[config.mk]
export PLATFORM = sky130hd
export DESIGN_NAME = dist_ascii_tx
export DESIGN_NICKNAME = d
export VERILOG_FILES = /design/src/rtl/dist_ascii_pkg.sv /design/src/rtl/dist_bin2dec.sv /design/src/rtl/dist_ascii_tx.sv
export SDC_FILE = /design/constraint.sdc
export NUM_CORES = 1
export LEC_CHECK = 0
export CAP_MARGIN = 20
export CORE_MARGIN = 3
export CORE_UTILIZATION = 56
export DETAILED_ROUTE_END_ITERATION = 8
export GPL_ROUTABILITY_DRIVEN = 0
export PLACE_DENSITY = 0.87
export SYNTH_ARGS = -nofsm -noshare
export SYNTH_HDL_FRONTEND = slang
export SYNTH_SLANG_ARGS = --single-unit
[constraint.sdc]
create_clock -name clk -period 3 [get_ports clk]
set_input_delay 0.75 -clock clk [delete_from_list [all_inputs] [get_ports clk]]
set_output_delay 0.75 -clock clk [all_outputs]
set_load 0.005 [all_outputs]
[src/rtl/dist_ascii_pkg.sv]
// Shared types, ASCII constants and frame layout for the distance-to-ASCII formatter.
// Define DIST_UNIT_EN to append the "cm" unit suffix to every frame.
package dist_ascii_pkg;

    typedef enum logic [1:0] {StIdle, StConv, StSend} tx_state_e;
    typedef enum logic [1:0] {CvIdle, CvHund, CvTens} conv_state_e;

    localparam logic [7:0] ASCII_0  = 8'h30;
    localparam logic [7:0] ASCII_C  = 8'h63;
    localparam logic [7:0] ASCII_M  = 8'h6D;
    localparam logic [7:0] ASCII_CR = 8'h0D;
    localparam logic [7:0] ASCII_LF = 8'h0A;

    localparam int unsigned DIST_MAX = 999;

`ifdef DIST_UNIT_EN
    localparam int unsigned FRAME_LEN = 7;
`else
    localparam int unsigned FRAME_LEN = 5;
`endif
    localparam int unsigned IDX_W = $clog2(FRAME_LEN);

    function automatic logic [7:0] frame_byte(input logic [IDX_W-1:0] idx,
                                              input logic [3:0] hund,
                                              input logic [3:0] tens,
                                              input logic [3:0] ones);
        logic [7:0] b;
        b = 8'h00;
        case (idx)
            IDX_W'(0): b = ASCII_0 + 8'(hund);
            IDX_W'(1): b = ASCII_0 + 8'(tens);
            IDX_W'(2): b = ASCII_0 + 8'(ones);
`ifdef DIST_UNIT_EN
            IDX_W'(3): b = ASCII_C;
            IDX_W'(4): b = ASCII_M;
            IDX_W'(5): b = ASCII_CR;
            IDX_W'(6): b = ASCII_LF;
`else
            IDX_W'(3): b = ASCII_CR;
            IDX_W'(4): b = ASCII_LF;
`endif
            default:   b = 8'h00;
        endcase
        return b;
    endfunction

endpackage

[src/rtl/dist_bin2dec.sv]
// Binary-to-three-digit decimal converter using repeated subtraction of 100 then 10.
// i_start loads the (clamped) distance; o_done is high in the final tens cycle.
module dist_bin2dec
    import dist_ascii_pkg::*;
#(
    parameter int unsigned DIST_W = 9
) (
    input  logic              clk,
    input  logic              rst,
    input  logic              i_start,
    input  logic [DIST_W-1:0] i_dist,
    output logic              o_done,
    output logic [3:0]        o_hund,
    output logic [3:0]        o_tens,
    output logic [3:0]        o_ones
);

    localparam int unsigned REM_W = (DIST_W > 10) ? DIST_W : 10;

    conv_state_e      r_state;
    conv_state_e      w_state_d;
    logic [REM_W-1:0] r_rem;
    logic [REM_W-1:0] w_dist_ext;
    logic [REM_W-1:0] w_load;
    logic [3:0]       r_hund;
    logic [3:0]       r_tens;
    logic [3:0]       r_ones;
    logic             w_ge100;
    logic             w_ge10;

    assign w_dist_ext = REM_W'(i_dist);

    // Narrow inputs can never exceed 999, so the clamp is only built when it can matter.
    generate
        if (DIST_W >= 10) begin : g_clamp
            assign w_load = (w_dist_ext > REM_W'(DIST_MAX)) ? REM_W'(DIST_MAX) : w_dist_ext;
        end else begin : g_no_clamp
            assign w_load = w_dist_ext;
        end
    endgenerate

    assign w_ge100 = (r_rem >= REM_W'(100));
    assign w_ge10  = (r_rem >= REM_W'(10));

    always_ff @(posedge clk) begin
        if (rst) begin
            r_state <= CvIdle;
        end else begin
            r_state <= w_state_d;
        end
    end

    always_comb begin
        w_state_d = r_state;
        case (r_state)
            CvIdle:  if (i_start) w_state_d = CvHund;
            CvHund:  if (!w_ge100) w_state_d = CvTens;
            CvTens:  if (!w_ge10) w_state_d = CvIdle;
            default: w_state_d = CvIdle;
        endcase
    end

    always_comb begin
        o_done = (r_state == CvTens) && !w_ge10;
    end

    always_ff @(posedge clk) begin
        if (rst) begin
            r_rem  <= '0;
            r_hund <= '0;
            r_tens <= '0;
            r_ones <= '0;
        end else begin
            case (r_state)
                CvIdle: begin
                    if (i_start) begin
                        r_rem  <= w_load;
                        r_hund <= '0;
                        r_tens <= '0;
                        r_ones <= '0;
                    end
                end
                CvHund: begin
                    if (w_ge100) begin
                        r_rem  <= r_rem - REM_W'(100);
                        r_hund <= r_hund + 4'd1;
                    end
                end
                CvTens: begin
                    if (w_ge10) begin
                        r_rem  <= r_rem - REM_W'(10);
                        r_tens <= r_tens + 4'd1;
                    end else begin
                        r_ones <= r_rem[3:0];
                    end
                end
                default: ;
            endcase
        end
    end

    assign o_hund = r_hund;
    assign o_tens = r_tens;
    assign o_ones = r_ones;

endmodule

[src/rtl/dist_ascii_tx.sv]
// Formats one distance measurement as a fixed-length ASCII frame and pushes it into a TX FIFO.
// Define DIST_UNIT_EN to include the "cm" suffix (7-byte frame instead of 5).
module dist_ascii_tx
    import dist_ascii_pkg::*;
#(
    parameter int unsigned DIST_W = 9
) (
    input  logic              clk,
    input  logic              rst,
    input  logic [DIST_W-1:0] i_dist,
    input  logic              i_dist_valid,
    input  logic              tx_fifo_full,
    output logic [7:0]        tx_fifo_data,
    output logic              tx_fifo_push,
    output logic              o_busy,
    output logic              o_drop
);

    tx_state_e        r_state;
    tx_state_e        w_state_d;
    logic [IDX_W-1:0] r_idx;
    logic [IDX_W-1:0] w_idx_nxt;
    logic [7:0]       r_data;
    logic             r_busy;
    logic             r_drop;
    logic             w_start;
    logic             w_done;
    logic             w_last;
    logic [3:0]       w_hund;
    logic [3:0]       w_tens;
    logic [3:0]       w_ones;

    dist_bin2dec #(
        .DIST_W (DIST_W)
    ) u_bin2dec (
        .clk     (clk),
        .rst     (rst),
        .i_start (w_start),
        .i_dist  (i_dist),
        .o_done  (w_done),
        .o_hund  (w_hund),
        .o_tens  (w_tens),
        .o_ones  (w_ones)
    );

    assign w_last    = (r_idx == IDX_W'(FRAME_LEN - 1));
    assign w_idx_nxt = r_idx + IDX_W'(1);

    always_ff @(posedge clk) begin
        if (rst) begin
            r_state <= StIdle;
        end else begin
            r_state <= w_state_d;
        end
    end

    always_comb begin
        w_state_d = r_state;
        case (r_state)
            StIdle:  if (i_dist_valid) w_state_d = StConv;
            StConv:  if (w_done) w_state_d = StSend;
            StSend:  if (tx_fifo_push && w_last) w_state_d = StIdle;
            default: w_state_d = StIdle;
        endcase
    end

    always_comb begin
        w_start      = (r_state == StIdle) && i_dist_valid;
        tx_fifo_push = (r_state == StSend) && !tx_fifo_full;
    end

    // Byte 0 is registered as conversion finishes so it is on the bus in the first SEND cycle.
    always_ff @(posedge clk) begin
        if (rst) begin
            r_idx  <= '0;
            r_data <= 8'h00;
            r_busy <= 1'b0;
            r_drop <= 1'b0;
        end else begin
            r_busy <= (w_state_d != StIdle);
            r_drop <= i_dist_valid && (r_state != StIdle);
            if ((r_state == StConv) && w_done) begin
                r_idx  <= '0;
                r_data <= frame_byte(IDX_W'(0), w_hund, w_tens, w_ones);
            end else if (tx_fifo_push && !w_last) begin
                r_idx  <= w_idx_nxt;
                r_data <= frame_byte(w_idx_nxt, w_hund, w_tens, w_ones);
            end
        end
    end

    assign tx_fifo_data = r_data;
    assign o_busy       = r_busy;
    assign o_drop       = r_drop;

endmodule

# --- Yosys cells after proc, flatten, opt, wreduce, memory -nomap -nowiden ---
# Cells that the tools add are included.
totals:
  register_bits: 39
  in_bits: 13
op_classes:
  add_sub_neg: 8
  magnitude_cmp: 2
  n_eq_ne: 14
  n_mux: 22
  reduce_logical: 25
op_table:
  columns: ["operator", "count"]
  rows:
  - ["case mux 7 bit (5 select lines)", 1]
  - ["2-to-1 mux 10 bit", 3]
  - ["case mux 10 bit (3 select lines)", 1]
  - ["case mux 4 bit (2 select lines)", 3]
  - ["adder 6 x 4 -> 7 bit, first input constant", 3]
  - ["2-to-1 mux 4 bit", 4]
  - ["2-to-1 mux 8 bit", 2]
  - ["2-to-1 mux 2 bit", 6]
  - ["case mux 2 bit (3 select lines)", 2]
  - ["AND reduction 3 bit", 4]
  - ["greater-or-equal comparator 10 x 4 -> 1 bit, second input constant", 1]
  - ["greater-or-equal comparator 10 x 7 -> 1 bit, second input constant", 1]
  - ["nonzero test 2 bit", 5]
  - ["subtractor 10 x 4 -> 10 bit, second input constant", 1]
  - ["subtractor 10 x 7 -> 10 bit, second input constant", 1]
  - ["adder 4 x 1 -> 4 bit, second input constant", 2]
  - ["logical AND 1 bit", 7]
  - ["== test 3 x 2 -> 1 bit, second input constant", 2]
  - ["== test 3 bit, second input constant", 2]
  - ["!= test 2 x 1 -> 1 bit, second input constant", 3]
  - ["== test 2 x 1 -> 1 bit, second input constant", 2]
  - ["== test 2 bit, second input constant", 2]
  - ["logical NOT 2 bit", 2]
  - ["!= test 2 bit, second input constant", 2]
  - ["other kinds (7)", 9]

# --- Depth between registers and ports, before layout ---
# Gate-level depths: netlist (run 1).
logic_depth:
  word_depth: 6
  mapped_depth: 10
  ltp_nobuf: 8

# --- Modules after synthesis ---
# Synthesis (run 1) repeated with hierarchy kept, for this count alone.
unflattened:
  hier_cells: 291
  area_unflattened_um2: 2453.6
modules_own_cells:
  columns: ["mod", "instances", "cells_per_inst", "area_each_um2", "seq_area_each_um2"]
  rows:
  - ["dist_bin2dec", 1, 200, 1680.4, 480.5]
  - ["dist_ascii_tx", 1, 91, 773.2, 240.2]

# --- Worst setup path after synthesis (run 1) ---
# OpenSTA, ideal clock, no wires.
synth_path:
  kind: "reg2reg"
  from: "reg u_bin2dec.r_state[0]"
  to: "reg u_bin2dec.r_rem[6]"
  setup_time_ns: 0.071
  arrival_time_ns: 2.106
  slack_ns: 0.823
  path_stages_with_launch: 11
  path_buffers: 2
  period_less_slack_ns: 2.177
  cell_sequence: "dfxtp_1 -> inv_1 -> ha_1 -> clkbuf_2 -> or4b_4 -> nor4_4 -> or2_4 -> a211o_1 -> buf_6 -> or3_1 -> a21oi_1"
synth_between:
  elab_chain_len: 3
  elab_cells_between_ends: 9
  cone_classes: "5 x eq/ne; 1 x mux; 3 x reduce/logical"
synth_rtl:
  columns: ["element", "line", "text"]
  rows:
  - ["start: declaration", "dist_bin2dec.sv:20", "conv_state_e r_state;"]
  - ["start signal: assignment", "dist_bin2dec.sv:47", "r_state <= CvIdle;"]
  - ["start signal: assignment", "dist_bin2dec.sv:49", "r_state <= w_state_d;"]
  - ["== test 2 x 1 -> 1 bit, or another cell as far along", "dist_bin2dec.sv:74", "case (r_state)"]
  - ["!= test 2 x 1 -> 1 bit (no source line) / nonzero test 3 bit (equally long branches)", null, null]
  - ["AND reduction 4 bit (no source line)", null, null]
  - ["end signal: assignment", "dist_bin2dec.sv:77", "r_rem <= w_load;"]
  - ["end signal: assignment", "dist_bin2dec.sv:85", "r_rem <= r_rem - REM_W'(100);"]
  - ["end signal: assignment", "dist_bin2dec.sv:91", "r_rem <= r_rem - REM_W'(10);"]
  - ["end: declaration", "dist_bin2dec.sv:22", "logic [REM_W-1:0] r_rem;"]
# Several ways; a longest one is shown, not always the timed one.
# A chain may end at the register's enable or synchronous reset.

# --- Worst setup path after layout (run 1) ---
layout_path:
  from: "in tx_fifo_full"
  to: "out tx_fifo_push"
layout_between:
  elab_chain_len: 2
layout_rtl:
  columns: ["element", "line", "text"]
  rows:
  - ["start: declaration", "dist_ascii_tx.sv:12", "input logic tx_fifo_full,"]
  - ["logical NOT 1 bit", "dist_ascii_tx.sv:69", "tx_fifo_push = (r_state == StSend) && !tx_fifo_full;"]
  - ["logical AND 1 bit", "dist_ascii_tx.sv:69", null]
  - ["end: declaration", "dist_ascii_tx.sv:14", "output logic tx_fifo_push,"]
# No other way between the ends.

==> impl_metrics.toml, run 1 <==
[synth]
synth.ff_latch_count = 36
syn_area_per_cell_um2 = 8.52
synth_ff_type = "dfxtp_1"
syn_inst = 264
synth-edff-count = 0
synthTopCellsByArea = "dfxtp_1 32%, ha_1 10%, nor2_1 5.2%, a21oi_1 4.7%, nand2_1 3.8%"
synth.distinct_cells = 56
synth_area_leader_cell = "dfxtp_1"
synth_top_area_share_pct = 32.1
yosysWarnings = 0
yosysSeqAreaShare_pct = 32.1
async_flop_share_pct = 0
syn_area_mm2 = 0.00225

[cts]
cts_buffers = 5
cts_buffer_depth = 2
cts-root-buf = "clkbuf_8"
cts_tree = "done"
htreeDepth = 2
postCtsResizedCells = 0
postCtsSetupBuffers = 0
clock_sinks = 36
worstSkewPairLatency_ps = 290
holdBufCountCts = 0
clk_pin_slew_worst_paths_ps = 70

[min_path]
whs_endpoint = "tx_fifo_data[2]$_SDFFE_PP0P_"
min_path_cells = 2
min_path_type = "reg2reg"
holdCritStartpoint = "tx_fifo_data[2]$_SDFFE_PP0P_"

[setup_path]
rr_startpoint = "u_bin2dec.r_state[0]$_SDFFE_PP0P_"
reg2reg_depth = 8
crit_path_max_fanout = 3
path_class = "in2out"
worstSetupEndpointType = "output pin"
arrival_ps = 2080
timing.rr.end = "tx_fifo_data[3]$_SDFFE_PP0P_"
cp.required_ps = 2250
cp-start-kind = "input port"
cp-startpoint = "tx_fifo_full"
rrSetupSlack_ps = 460

[timing]
tns_ps = 0
fin_skew_ps = 4.76
tightest_slew_ps = 826
slew_headroom_pct = 44.3
finalSetupViolations = 0
post-route-period-util_pct = 94.3
fmax_mhz = 353
final-max-slew-violation-count = 0
rsz0062_at_grt = "false"
post-route-min-period_ps = 2830
whs_ps = 453
hold_viol_final = 0

[global_route]
antenna_found_initial = 0
grt_pass1_wl_um = 8630
grt_pass1_vias = 1944
grt_use_total_pct = 21.6
grt_max_degree = 17
overflow = 0

[run_status]
outcome = "finished clean"

[placed_design]
dp_hpwl_um = 3590
place_area_mm2 = 0.00245
portBuffers = 21

[die]
die-area_mm2 = 0.00481
initial_core_util_pct = 59.6
rows = 22
ios = 24
die_y_um = 69.4
core_mm2 = 0.00377
die-width_um = 69.4

[drt]
vias_per_cell = 6.13
detail-route-antenna-nets = 0
wl_per_cell_um = 15.4
totalWireLength_um = 5090
dr.pass1.iters = 4
drt_iter0_markers = 139
num_vias = 2022
drc = 0

[job]
maxCapViolCount = 0

[cells_and_area]
final_area_mm2 = 0.00254
antennaDiodeCount = 0
nets = 312
syn_to_final_growth_pct = 13.1
drive_gt1_share_pct = 8.16

[power_and_ir_drop]
power_leakage_nw = 0.961
power_per_cell_area_mw_per_mm2 = 824
clkPwrFrac_pct = 17.6
cell_internal_pwr_w = 0.00120
switching_share_pct = 42.8
pwr-share-comb_pct = 51.1
peakVddDrop_v = 0.000623
p_seq_share_pct = 31.3
switchingPower_w = 0.000897
area by class of cell:
cell class,count,area (µm²)
Sequential cell,36,721
Multi-Input combinational cell,201,1390
Timing Repair Buffer,24,233
Inverter,13,48.8
Clock buffer,7,86.3
Tap cell,48,60.1
Clock inverter,1,7.51
Fill cell,314,1230
per-layer routing:
| metal | share of wire, % | global-route usage [%] | vias to the layer above |
|---|---|---|---|
| met1 | 42 | 26.3 | 936 |
| met4 | 2.7 | 11.5 | 0 |
| met3 | 6.8 | 4.20 | 19 |
| met2 | 49 | 35.8 | 91 |
| met5 | 0 | 0 | - |
| li1 | - | - | 976 |
how the worst max path moves through the flow:
| stage | end | slack [ps] | cells past startpoint |
|---|---|---|---|
| floorplan | u_bin2dec.r_rem[6]$_SDFFE_PP0P_ | 820 | 10 |
| global placement | tx_fifo_push | 250 | 3 |
| detailed placement | tx_fifo_push | 170 | 3 |
| CTS | tx_fifo_push | 160 | 3 |
| global route | tx_fifo_push | 90 | 3 |
| finish | tx_fifo_push | 170 | 3 |
synthesized netlist by cell type, types with 3 or more instances:
library cell / n
o221ai_1: 5
dfxtp_1: 36
a211oi_1: 5
or3_1: 3
ha_1: 18
buf_6: 3
nor2b_1: 3
nor2_1: 31
o21ai_0: 5
a22o_1: 6
xor2_1: 7
nor3b_1: 4
clkbuf_1: 6
a31oi_1: 3
nand2b_1: 3
xnor2_1: 8
nand2_1: 23
o211ai_1: 5
buf_4: 4
a21oi_1: 21
inv_1: 12
a221oi_1: 4
nor3_1: 6
registers in the layout, summed over array words and instances (netlist names):
signal,cells
o_busy,1
o_drop,1
r_idx,3
r_state,2
tx_fifo_data,5
u_bin2dec.o_hund,4
u_bin2dec.o_ones,4
u_bin2dec.o_tens,4
u_bin2dec.r_rem,10
u_bin2dec.r_state,2
placed cells by master (no fill, tap or decap), types with 6 or more instances in the layout:
| cell | Yosys | routed |
|---|---|---|
| clkdlybuf4s50_1 | 0 | 21 |
| xor2_1 | 7 | 7 |
| a21oi_1 | 21 | 21 |
| inv_1 | 12 | 12 |
| clkbuf_8 | 0 | 6 |
| xnor2_1 | 8 | 8 |
| ha_1 | 18 | 18 |
| nor2_1 | 31 | 31 |
| a22o_1 | 6 | 6 |
| nand2_1 | 23 | 23 |
| dfxtp_1 | 36 | 36 |
| nor3_1 | 6 | 6 |
power by group through the flow:
stage	logic, W	registers [W]	clock network, W
2_1_floorplan	0.000882	0.000613	0
3_3_place_gp	0.00101	0.000656	0
3_5_place_dp	0.00104	0.000662	0
4_1_cts	0.00105	0.000653	0.000373
5_1_grt	0.00117	0.000668	0.000397
6_report	0.00107	0.000655	0.000369
through the flow:
stage / power, W / worst slack, ps / cells / utilization [%]
5_1_grt: 0.00224 / 87.3 / 330 / 67.4
4_1_cts: 0.00208 / 156 / 330 / 67.4
6_report: 0.00210 / 170 / 330 / 67.4
2_1_floorplan: 0.00149 / 823 / 265 / -
3_3_place_gp: 0.00167 / 251 / 322 / 64.9
3_5_place_dp: 0.00171 / 174 / 322 / 64.9
critical path: stages:
cell	delay (ps)
clkdlybuf4s50_1	420
nor3b_1	330
clkdlybuf4s50_1	580
cells by family after synthesis:
logic type	share of synthesized area (%)
buf+inv	6.45
xor+xnor	5.84
other cells	0.167
flops	32.1
fa+ha+maj	10.0
mux	0.890
simple gates	21.5
compound gates	23.0
No activity file was read; power rests on OpenSTA's default activity.
==> inputs of run 2 (changes only) <==
--- a/config.mk
+++ b/config.mk
@@ -11,6 +11,7 @@
 export DETAILED_ROUTE_END_ITERATION = 8
 export GPL_ROUTABILITY_DRIVEN = 0
 export PLACE_DENSITY = 0.87
+export SKIP_CTS_REPAIR_TIMING = 1
 export SYNTH_ARGS = -nofsm -noshare
 export SYNTH_HDL_FRONTEND = slang
 export SYNTH_SLANG_ARGS = --single-unit
==> results of run 2 <==
Final layout, timing and power as in run 1 (identical DEF).
==> inputs of run 3 (changes only) <==
--- a/config.mk
+++ b/config.mk
@@ -7,11 +7,12 @@
 export LEC_CHECK = 0
 export CAP_MARGIN = 20
 export CORE_MARGIN = 3
-export CORE_UTILIZATION = 56
+export CORE_UTILIZATION = 60
 export DETAILED_ROUTE_END_ITERATION = 8
 export GPL_ROUTABILITY_DRIVEN = 0
-export PLACE_DENSITY = 0.87
+export PLACE_DENSITY = 0.92
 export SKIP_CTS_REPAIR_TIMING = 1
 export SYNTH_ARGS = -nofsm -noshare
 export SYNTH_HDL_FRONTEND = slang
 export SYNTH_SLANG_ARGS = --single-unit
+export TNS_END_PERCENT = 5
==> constraint.sdc (replaced) <==
create_clock -name clk -period 3.5 [get_ports clk]
set_input_delay 0.875 -clock clk [delete_from_list [all_inputs] [get_ports clk]]
set_output_delay 0.875 -clock clk [all_outputs]
set_load 0.005 [all_outputs]
==> impl_metrics.toml, run 3 (synthesis results as in run 1) <==
[cells_and_area]
instances_no_fill = 327
largest_register = "u_bin2dec.r_rem"
final_common_cell = "dfxtp_1"
mostFrequentLayoutCells = "36 x dfxtp_1, 31 x nor2_1, 23 x nand2_1"
syn_to_final_growth_pct = 14.1
drive_gt1_share_pct = 8.19
antennaDiodeCount = 0
nets = 311
largest_register_ffs = 10
final_area_mm2 = 0.00256
fillers = 271

[cts]
clk_pin_slew_worst_paths_ps = 80
cts-root-buf = "clkbuf_8"
clock_sinks = 36
htreeDepth = 2
cts_buffers = 5
cts_tree = "done"
cts_buffer_depth = 2
worstSkewPairLatency_ps = 300

[timing]
post-route-period-util_pct = 87.0
tightest_slew_ps = 761
fmax_mhz = 328
slew_headroom_pct = 48.6
post-route-min-period_ps = 3050
final-max-slew-violation-count = 0
tns_ps = 0
fin_ws_ps = 454
fin_skew_ps = 9.24
rsz0062_at_grt = "false"
hold_viol_final = 0
finalSetupViolations = 0

[placed_design]
dp_cells = 319
dp_hpwl_um = 3640
place_ws_ps = 466
place_area_mm2 = 0.00244
portBuffers = 21

[setup_path]
crit_path_max_fanout = 3
cp.required_ps = 2620
reg2reg_depth = 8
cp-start-kind = "input port"
cp_common_cell = "clkdlybuf4s50_1"
timing.rr.end = "u_bin2dec.r_rem[6]$_SDFFE_PP0P_"
worstSetupEndpointType = "output pin"
rr_startpoint = "u_bin2dec.r_state[0]$_SDFFE_PP0P_"
arrival_ps = 2170
cp_cell_sequence = "clkdlybuf4s50_1, nor3b_1, clkdlybuf4s50_1"
critical_path.max_stage_delay_ps = 570
rrSetupSlack_ps = 930
path_class = "in2out"
cp_slowest_cell = "clkdlybuf4s50_1"

[min_path]
min_path_type = "reg2reg"
holdCritStartpoint = "tx_fifo_data[2]$_SDFFE_PP0P_"
min_path_cells = 2
whs_endpoint = "tx_fifo_data[2]$_SDFFE_PP0P_"

[die]
die_y_um = 67.2
die-area_mm2 = 0.00452
rows = 21
die-width_um = 67.2
ios = 24
initial_core_util_pct = 64.8
core_mm2 = 0.00347

[power_and_ir_drop]
power_leakage_nw = 0.976
power_per_cell_area_mw_per_mm2 = 738
p_total_w = 0.00189
peakVddDrop_v = 0.000607

[drt]
num_vias = 2046
detail-route-antenna-nets = 0
vias_per_cell = 6.26
drc = 0
wl_per_cell_um = 16.1
dr.pass1.iters = 7
drt_iter0_markers = 182
totalWireLength_um = 5260

[global_route]
grt_max_degree = 19
grt_pass1_vias = 1925
overflow = 0
antenna_found_initial = 0
grt_use_total_pct = 26.1
grt_pass1_wl_um = 8970

[job]
maxCapViolCount = 0

[run_status]
outcome = "finished clean"
==> run 3: cell count changes in the layout (fill, tap and decap cells not counted) <==
cell,previous run,this run
buf_4,3,2
bufinv_16,0,1
clkbuf_1,1,0
clkbuf_8,6,7
clkinvlp_4,1,0
==> run 3: per-stage QoR <==
step                hold slack [ps]  util (%)
floorplan                       448         -
global placement                439      70.3
detailed placement              444      70.3
CTS                             455      74.0
global route                    493      74.0
finish                          454      74.0
==> run 3: worst max path at each step <==
stage	startpoint	endpoint	slack (ps)	cells after the start
finish	tx_fifo_full	tx_fifo_push	450	3
global route	tx_fifo_full	tx_fifo_push	330	3
CTS	tx_fifo_full	tx_fifo_push	460	3
detailed placement	tx_fifo_full	tx_fifo_push	470	3
global placement	tx_fifo_full	tx_fifo_push	500	3
floorplan	u_bin2dec.r_state[0]$_SDFFE_PP0P_	u_bin2dec.r_rem[6]$_SDFFE_PP0P_	1320	10
==> run 3: layer usage <==
metal,wire length (µm),track usage (%)
met1,2320,33.4
met2,2460,42.0
met4,95,8.10
met3,389,8.32
met5,0,0
==> run 3: area by class of cell <==
class                      instances  area (µm²)  share of cell area (%)
multi-input combinational        201        1390                    54.0
sequential                        36         721                    28.1
timing repair buffer              23         225                    8.78
clock buffer                       7        96.3                    3.76
tap                               46        57.6                    2.24
inverter                          13        48.8                    1.90
clock inverter                     1        30.0                    1.17
==> run 3: worst max-delay path, delay by kind of cell <==
kind                   cells  cell delay (ps)
AND/OR/NAND/NOR            1              310
buffers and inverters      2              980
==> run 3: where the power goes <==
group	total [W]	leakage (nW)	internal [W]	switching, W
combinational	0.000922	0.619	0.000386	0.000536
clock	0.000406	0.0645	0.000251	0.000155
sequential	0.000564	0.293	0.000470	0.0000947
total	0.00189	0.976	0.00111	0.000785
